--- src/rtl/ir_nec_decoder.sv ---
// NEC IR frame decoder -> 4-bit drive code; latency 2 clk after synced final edge (+2 sync), no backpressure.
// Optional IR_HOLD_TIMEOUT_EN forces STOP after HOLD_MS ms without an accepted frame or repeat.
module ir_nec_decoder #(
  parameter int unsigned CLK_FREQ_HZ = 50_000_000,
  parameter logic [7:0]  EXPECT_ADDR = 8'h00,
  parameter bit          ADDR_CHECK  = 1'b1,
  parameter int unsigned HOLD_MS     = 150,
  // microseconds represented by one tick; >1 lets a slow clock still measure real-time widths
  parameter int unsigned TICK_US     = 1
) (
  input  logic       clk,
  input  logic       rst,
  input  logic       ir_in,
  output logic [3:0] state_control,
  output logic [7:0] cmd,
  output logic [7:0] addr,
  output logic       cmd_valid,
  output logic       repeat_pulse,
  output logic       frame_err,
  output logic       busy
);

  localparam longint unsigned DIV_CALC = (64'(CLK_FREQ_HZ) * 64'(TICK_US)) / 64'd1_000_000;
  localparam int unsigned TICK_DIV = (DIV_CALC == 0) ? 1 : 32'(DIV_CALC);
  localparam int DIV_W = (TICK_DIV > 1) ? $clog2(TICK_DIV) : 1;
  localparam logic [15:0] STEP = 16'(TICK_US);

  if (HOLD_MS == 0 || HOLD_MS > 65535 || TICK_US == 0 || TICK_US >= 1000) begin : g_param_range
    $error("ir_nec_decoder: HOLD_MS or TICK_US out of range");
  end

  typedef enum logic [2:0] {
    IDLE, LEAD_MARK, LEAD_SPACE, BIT_MARK, BIT_SPACE, RPT_MARK, CHECK
  } state_t;

  state_t      state, state_nxt;
  logic [DIV_W-1:0] div_cnt;
  logic        tick;
  logic        ir_s1, ir_s2, ir_d;
  logic        fall, rise, edge_det;
  logic [15:0] width;
  logic [4:0]  bit_cnt;
  logic [31:0] shift;
  logic        frame_seen;
  logic        err_nxt, rpt_nxt, acc_nxt;
  logic        shift_en, shift_bit, bits_clr, timeout;
  logic [7:0]  fa, fa_n, fc, fc_n;
  logic        frame_ok;
  logic [4:0]  map_res;
  logic        hold_expire;

  function automatic logic in_rng(input logic [15:0] w, input logic [15:0] lo, input logic [15:0] hi);
    return (w >= lo) && (w <= hi);
  endfunction

  // {hit, code}; unmapped commands leave the drive state alone
  function automatic logic [4:0] map_cmd(input logic [7:0] c);
    case (c)
      8'h1C:   return 5'b1_0000;
      8'h08:   return 5'b1_0001;
      8'h5A:   return 5'b1_0010;
      8'h45:   return 5'b1_0011;
      8'h18:   return 5'b1_0100;
      8'h47:   return 5'b1_0101;
      8'h52:   return 5'b1_0110;
      8'h0C:   return 5'b1_0111;
      8'h5E:   return 5'b1_1000;
      default: return 5'b0_0000;
    endcase
  endfunction

  assign tick = (div_cnt == DIV_W'(TICK_DIV - 1));

  always_ff @(posedge clk or negedge rst) begin
    if (!rst) begin
      div_cnt <= '0;
    end else if (tick) begin
      div_cnt <= '0;
    end else begin
      div_cnt <= div_cnt + 1'b1;
    end
  end

  always_ff @(posedge clk or negedge rst) begin
    if (!rst) begin
      ir_s1 <= 1'b1;
      ir_s2 <= 1'b1;
      ir_d  <= 1'b1;
    end else begin
      ir_s1 <= ir_in;
      ir_s2 <= ir_s1;
      ir_d  <= ir_s2;
    end
  end

  assign fall     = ir_d & ~ir_s2;
  assign rise     = ~ir_d & ir_s2;
  assign edge_det = fall | rise;

  // width at an edge is the length of the phase that just ended
  always_ff @(posedge clk or negedge rst) begin
    if (!rst) begin
      width <= '0;
    end else if (edge_det) begin
      width <= '0;
    end else if (tick) begin
      width <= (width > 16'hFFFF - STEP) ? 16'hFFFF : width + STEP;
    end
  end

  assign fa       = shift[7:0];
  assign fa_n     = shift[15:8];
  assign fc       = shift[23:16];
  assign fc_n     = shift[31:24];
  assign frame_ok = ((fa ^ fa_n) == 8'hFF) && ((fc ^ fc_n) == 8'hFF) &&
                    (!ADDR_CHECK || (fa == EXPECT_ADDR));
  assign map_res  = map_cmd(fc);
  assign timeout  = (width > 16'd12000) && !edge_det;

  always_ff @(posedge clk or negedge rst) begin
    if (!rst) begin
      state <= IDLE;
    end else begin
      state <= state_nxt;
    end
  end

  always_comb begin
    state_nxt = state;
    err_nxt   = 1'b0;
    rpt_nxt   = 1'b0;
    acc_nxt   = 1'b0;
    shift_en  = 1'b0;
    shift_bit = 1'b0;
    bits_clr  = 1'b0;
    case (state)
      IDLE: begin
        if (fall) state_nxt = LEAD_MARK;
      end
      LEAD_MARK: begin
        if (rise) begin
          if (in_rng(width, 16'd8000, 16'd10000)) begin
            state_nxt = LEAD_SPACE;
          end else begin
            state_nxt = IDLE;
            err_nxt   = 1'b1;
          end
        end
      end
      LEAD_SPACE: begin
        if (fall) begin
          if (in_rng(width, 16'd4000, 16'd5000)) begin
            state_nxt = BIT_MARK;
            bits_clr  = 1'b1;
          end else if (in_rng(width, 16'd2000, 16'd2500)) begin
            state_nxt = RPT_MARK;
          end else begin
            state_nxt = IDLE;
            err_nxt   = 1'b1;
          end
        end
      end
      BIT_MARK: begin
        if (rise) begin
          if (in_rng(width, 16'd400, 16'd700)) begin
            state_nxt = BIT_SPACE;
          end else begin
            state_nxt = IDLE;
            err_nxt   = 1'b1;
          end
        end
      end
      BIT_SPACE: begin
        if (fall) begin
          if (in_rng(width, 16'd400, 16'd700) || in_rng(width, 16'd1400, 16'd1900)) begin
            shift_en  = 1'b1;
            shift_bit = in_rng(width, 16'd1400, 16'd1900);
            state_nxt = (bit_cnt == 5'd31) ? CHECK : BIT_MARK;
          end else begin
            state_nxt = IDLE;
            err_nxt   = 1'b1;
          end
        end
      end
      RPT_MARK: begin
        if (rise) begin
          state_nxt = IDLE;
          if (in_rng(width, 16'd400, 16'd700)) begin
            rpt_nxt = frame_seen;
          end else begin
            err_nxt = 1'b1;
          end
        end
      end
      CHECK: begin
        state_nxt = IDLE;
        if (frame_ok) begin
          acc_nxt = 1'b1;
        end else begin
          err_nxt = 1'b1;
        end
      end
      default: state_nxt = IDLE;
    endcase
    // a stalled phase aborts once; IDLE never times out so the strobe cannot repeat
    if (state != IDLE && state != CHECK && timeout) begin
      state_nxt = IDLE;
      err_nxt   = 1'b1;
      rpt_nxt   = 1'b0;
      shift_en  = 1'b0;
      bits_clr  = 1'b0;
    end
  end

  always_ff @(posedge clk or negedge rst) begin
    if (!rst) begin
      bit_cnt       <= '0;
      shift         <= '0;
      frame_seen    <= 1'b0;
      cmd           <= '0;
      addr          <= '0;
      state_control <= 4'b0000;
      cmd_valid     <= 1'b0;
      repeat_pulse  <= 1'b0;
      frame_err     <= 1'b0;
    end else begin
      cmd_valid    <= acc_nxt;
      repeat_pulse <= rpt_nxt;
      frame_err    <= err_nxt;
      if (bits_clr) begin
        bit_cnt <= '0;
      end else if (shift_en) begin
        bit_cnt <= bit_cnt + 1'b1;
      end
      if (shift_en) begin
        shift <= {shift_bit, shift[31:1]};
      end
      if (acc_nxt) begin
        cmd        <= fc;
        addr       <= fa;
        frame_seen <= 1'b1;
        if (map_res[4]) state_control <= map_res[3:0];
      end else if (hold_expire) begin
        state_control <= 4'b0000;
      end
    end
  end

  assign busy = (state != IDLE);

`ifdef IR_HOLD_TIMEOUT_EN
  localparam logic [15:0] HOLD_LIM = 16'(HOLD_MS);
  logic [15:0] us_acc;
  logic [15:0] ms_cnt;
  logic        hold_active;
  logic        us_wrap;
  logic        restart;

  assign restart     = cmd_valid | repeat_pulse;
  assign us_wrap     = (us_acc + STEP) >= 16'd1000;
  assign hold_expire = hold_active && tick && us_wrap && !restart &&
                       (ms_cnt == HOLD_LIM - 16'd1);

  always_ff @(posedge clk or negedge rst) begin
    if (!rst) begin
      us_acc      <= '0;
      ms_cnt      <= '0;
      hold_active <= 1'b0;
    end else if (restart) begin
      us_acc      <= '0;
      ms_cnt      <= '0;
      hold_active <= 1'b1;
    end else if (hold_active && tick) begin
      if (us_wrap) begin
        us_acc <= us_acc + STEP - 16'd1000;
        if (hold_expire) begin
          hold_active <= 1'b0;
        end else begin
          ms_cnt <= ms_cnt + 16'd1;
        end
      end else begin
        us_acc <= us_acc + STEP;
      end
    end
  end
`else
  assign hold_expire = 1'b0;
`endif

endmodule

--- config.mk ---
export PLATFORM = sky130hd
export DESIGN_NAME = ir_nec_decoder
export DESIGN_NICKNAME = d
export VERILOG_FILES = /design/src/rtl/ir_nec_decoder.sv
export SDC_FILE = /design/constraint.sdc
export NUM_CORES = 1
export LEC_CHECK = 0
export ABC_CLOCK_PERIOD_IN_PS = 6200
export CELL_PAD_IN_SITES_DETAIL_PLACEMENT = 1
export CELL_PAD_IN_SITES_GLOBAL_PLACEMENT = 1
export CORE_UTILIZATION = 51
export CTS_CLUSTER_SIZE = 30
export DETAILED_ROUTE_END_ITERATION = 10
export PLACE_DENSITY_LB_ADDON = 0.1
export SKIP_LAST_GASP = 1
export SYNTH_ARGS = -nofsm -noshare
export SYNTH_HDL_FRONTEND = slang
export SYNTH_SLANG_ARGS = --single-unit
--- constraint.sdc ---
create_clock -name clk -period 6.2 [get_ports clk]
set_clock_uncertainty 0.2 [all_clocks]
set_input_delay 1.55 -clock clk [delete_from_list [all_inputs] [get_ports clk]]
set_output_delay 1.55 -clock clk [all_outputs]
set_load 0.01 [all_outputs]
==> impl_metrics.csv <==
group,metric,value,unit
outcome,status,"completed",
detailed_routing,met1_length,5.52,mm
power,pwr_density_cell,200,mW/mm2
timing,hold_viol_final,0,
cts,postCtsResizedCells,0,
die,die_area,0.00996,mm2
synth,synth_fp_nets,485,
detailed_routing,antenna_left,0,
detailed_routing,first_pass_iters,4,
detailed_routing,routed-wl-met2,5.61,mm
power,vdd_drop_max,0.000159,V
timing,whs,175,ps
min_path,hold_class,"reg2reg",
synth,synth-async-reset-ratio,100,%
global_route,grt_max_degree,51,
cts,cts_sinks,89,
placement,port_buffers,26,
critical_path,end_kind,"primary output",
timing,fmax,282,MHz
cts,cts-root-buf,"clkbuf_8",
critical_path,worstPathCellList,"or3_1, clkdlybuf4s50_1",
cts,postCtsHoldBufs,0,
final_layout,nets,493,
timing,finalCritPeriodShare,57.2,%
synth,synth_ff_type,"dfrtp_1",
cts,post_cts_buffers,0,
min_path,min_delay_path_depth,0,
timing,rsz0062_at_grt,"no",
placement,dp_hpwl,8.22,mm
synth,ys_types,64,
critical_path,crit_required,4450,ps
detailed_routing,via_per_inst,5.98,
cts,cts_tree,"yes",
timing,setup_tns,0,ps
global_route,grt_pass1_wl,19.8,mm
synth,ys_ff_latch,89,
cts,numCtsBuffers,9,
critical_path,rr_worst_depth,6,
detailed_routing,routedWlPerCell,19.0,um
die,rows,35,
detailed_routing,wl_met3,321,um
placement,gp_congestion,0.850,
synth,avgSynthCellArea,10.3,um2
final_layout,synthToLayoutAreaGrowth,9.67,%
detailed_routing,vias,3678,
synth,syn-instance-count,473,
global_route,grt_util_all_layers,25.4,%
die,fp.coreArea,0.00924,mm2
final_layout,antennaDiodeCount,0,
die,die_x,99.8,um
detailed_routing,highest_layer,"met4",
synth,yosysSeqAreaShare,45.7,%
detailed_routing,drc,0,
global_route,antenna_found_initial,0,
cts,htreeDepth,3,
cts,clk_latency,370,ps
global_route,grt_overflow,0,
detailed_routing,drt_iter0_drc,140,
cts,path_clk_slew,90,ps
timing,worst_pin_slew,753,ps
critical_path,critPathLaunchType,"register",
die,io_pins,27,
critical_path,cp_slowest_cell,"dfrtp_1",
critical_path,worstPathMaxFanout,15,
timing,maxSlewViolCount,0,
detailed_routing,wl,11.7,mm
cts,clock_path_buffers,2,
synth,yosys_warnings,0,
synth,netlist_area,0.00488,mm2
global_route,grt_pass1_vias,3782,
power,p_leak,2.44,nW
die,die_h,99.8,um
timing,setup_violations,0,
run,maxCapViolations,0,
timing,fin_crit,3550,ps
critical_path,critPathMaxStageDelay,550,ps
critical_path,critical_path_class,"reg2out",
timing,max-slew-margin-rel,49.3,%
final_layout,drive_gt1_share,13.8,%
critical_path,cp.arrival,1800,ps
synth,synth_edf_count,0,
die,start_util,52.8,%
==> critical path, delay by kind of cell (launching register included) <==
family	cells	cell delay, ps
buf+inv	1	480
flops	1	550
simple gates	1	400
==> where the power goes <==
| group | internal [mW] | total, mW | switching [mW] |
|---|---|---|---|
| clock network | 0.192 | 0.413 | 0.220 |
| logic | 0.0242 | 0.0580 | 0.0338 |
| registers | 0.586 | 0.600 | 0.0138 |
==> final cells by class <==
class                           instances  area (um2)
Clock inverter                          6        73.8
Sequential cell                        89        2230
Timing Repair Buffer                   28         273
Fill cell                            1021        3890
Multi-Input combinational cell        337        2420
Inverter                               16        60.1
Tap cell                              129         161
Clock buffer                           10         128
==> routing by layer <==
| layer | track usage, % | vias to the layer above |
|---|---|---|
| li1 | - | 1743 |
| met1 | 34.9 | 1851 |
| met2 | 40.5 | 62 |
| met3 | 4.04 | 22 |
| met4 | 10.2 | 0 |
| met5 | 0 | - |
==> through the flow <==
| stage | setup slack, ps | instance area [um2] | power [mW] | instances | util, % |
|---|---|---|---|---|---|
| final | 2650 | 5350 | 1.07 | 615 | 57.9 |
| after global routing | 2580 | 5350 | 1.11 | 615 | 57.9 |
| after CTS | 2640 | 5350 | 1.08 | 615 | 57.9 |
| after detailed placement | 3050 | 5150 | 0.669 | 599 | 55.7 |
| after global placement | 3080 | 5150 | 0.667 | 599 | 55.7 |
| after floorplan | 3470 | 4880 | 0.638 | 473 | - |
==> final timing paths <==
kind	startpoint	to	slack, ps
worst max-delay path	state[0]	busy	2650
worst max register to register	width[4]	shift[29]	3060
worst min register to register	ir_s1	ir_s2	170
max in group asynchronous	rst	shift[21]	3830
min in group asynchronous	rst	cmd[0]	950
worst min-delay path	ir_s1	ir_s2	170
==> Yosys cell counts, types with 9 or more instances <==
library cell | n | share of area (%)
buf_2 | 14 | 1.4
a21oi_1 | 21 | 2.2
mux2_4 | 27 | 8.3
and2_1 | 15 | 1.9
dfrtp_1 | 86 | 44
nor2_1 | 31 | 2.4
clkbuf_1 | 14 | 1.1
o21ai_0 | 17 | 1.7
nand4_1 | 12 | 1.5
nand3_1 | 15 | 1.5
ha_1 | 9 | 2.3
nand2_1 | 46 | 3.5
inv_1 | 16 | 1.2
xor2_1 | 14 | 2.5
==> cell families after synthesis <==
| logic type | count (synthesis) | share of synthesized area (%) |
|---|---|---|
| simple gates | 188 | 21.6 |
| flops | 89 | 45.7 |
| compound gates | 88 | 12.5 |
| buf+inv | 47 | 4.59 |
| mux | 36 | 10.4 |
| xor+xnor | 16 | 2.87 |
| fa+ha+maj | 9 | 2.31 |
==> state kept, by name, indices dropped and copies added, names as in the netlist <==
name	count
ir_s2	1
shift	32
cmd_valid	1
state	3
ir_s1	1
frame_seen	1
cmd	8
div_cnt	6
frame_err	1
ir_d	1
bit_cnt	5
state_control	4
repeat_pulse	1
width	16
addr	8
==> cell usage in the layout, fill, tap and decap left out, types with 4 or more instances in the layout <==
cell,n
a21oi_1,21
a311oi_1,6
a31oi_1,7
and2_1,15
and3_1,6
and4_1,8
clkbuf_8,9
clkdlybuf4s50_1,25
dfrtp_1,86
ha_1,9
inv_1,16
mux2_2,8
mux2_4,27
nand2_1,46
nand2b_1,5
nand3_1,15
nand3b_1,4
nand4_1,12
nor2_1,31
nor2b_1,4
nor3_1,8
nor4_1,8
nor4b_1,5
o211ai_1,6
o21ai_0,17
xor2_1,14
No activity file was read; power rests on OpenSTA's default activity.
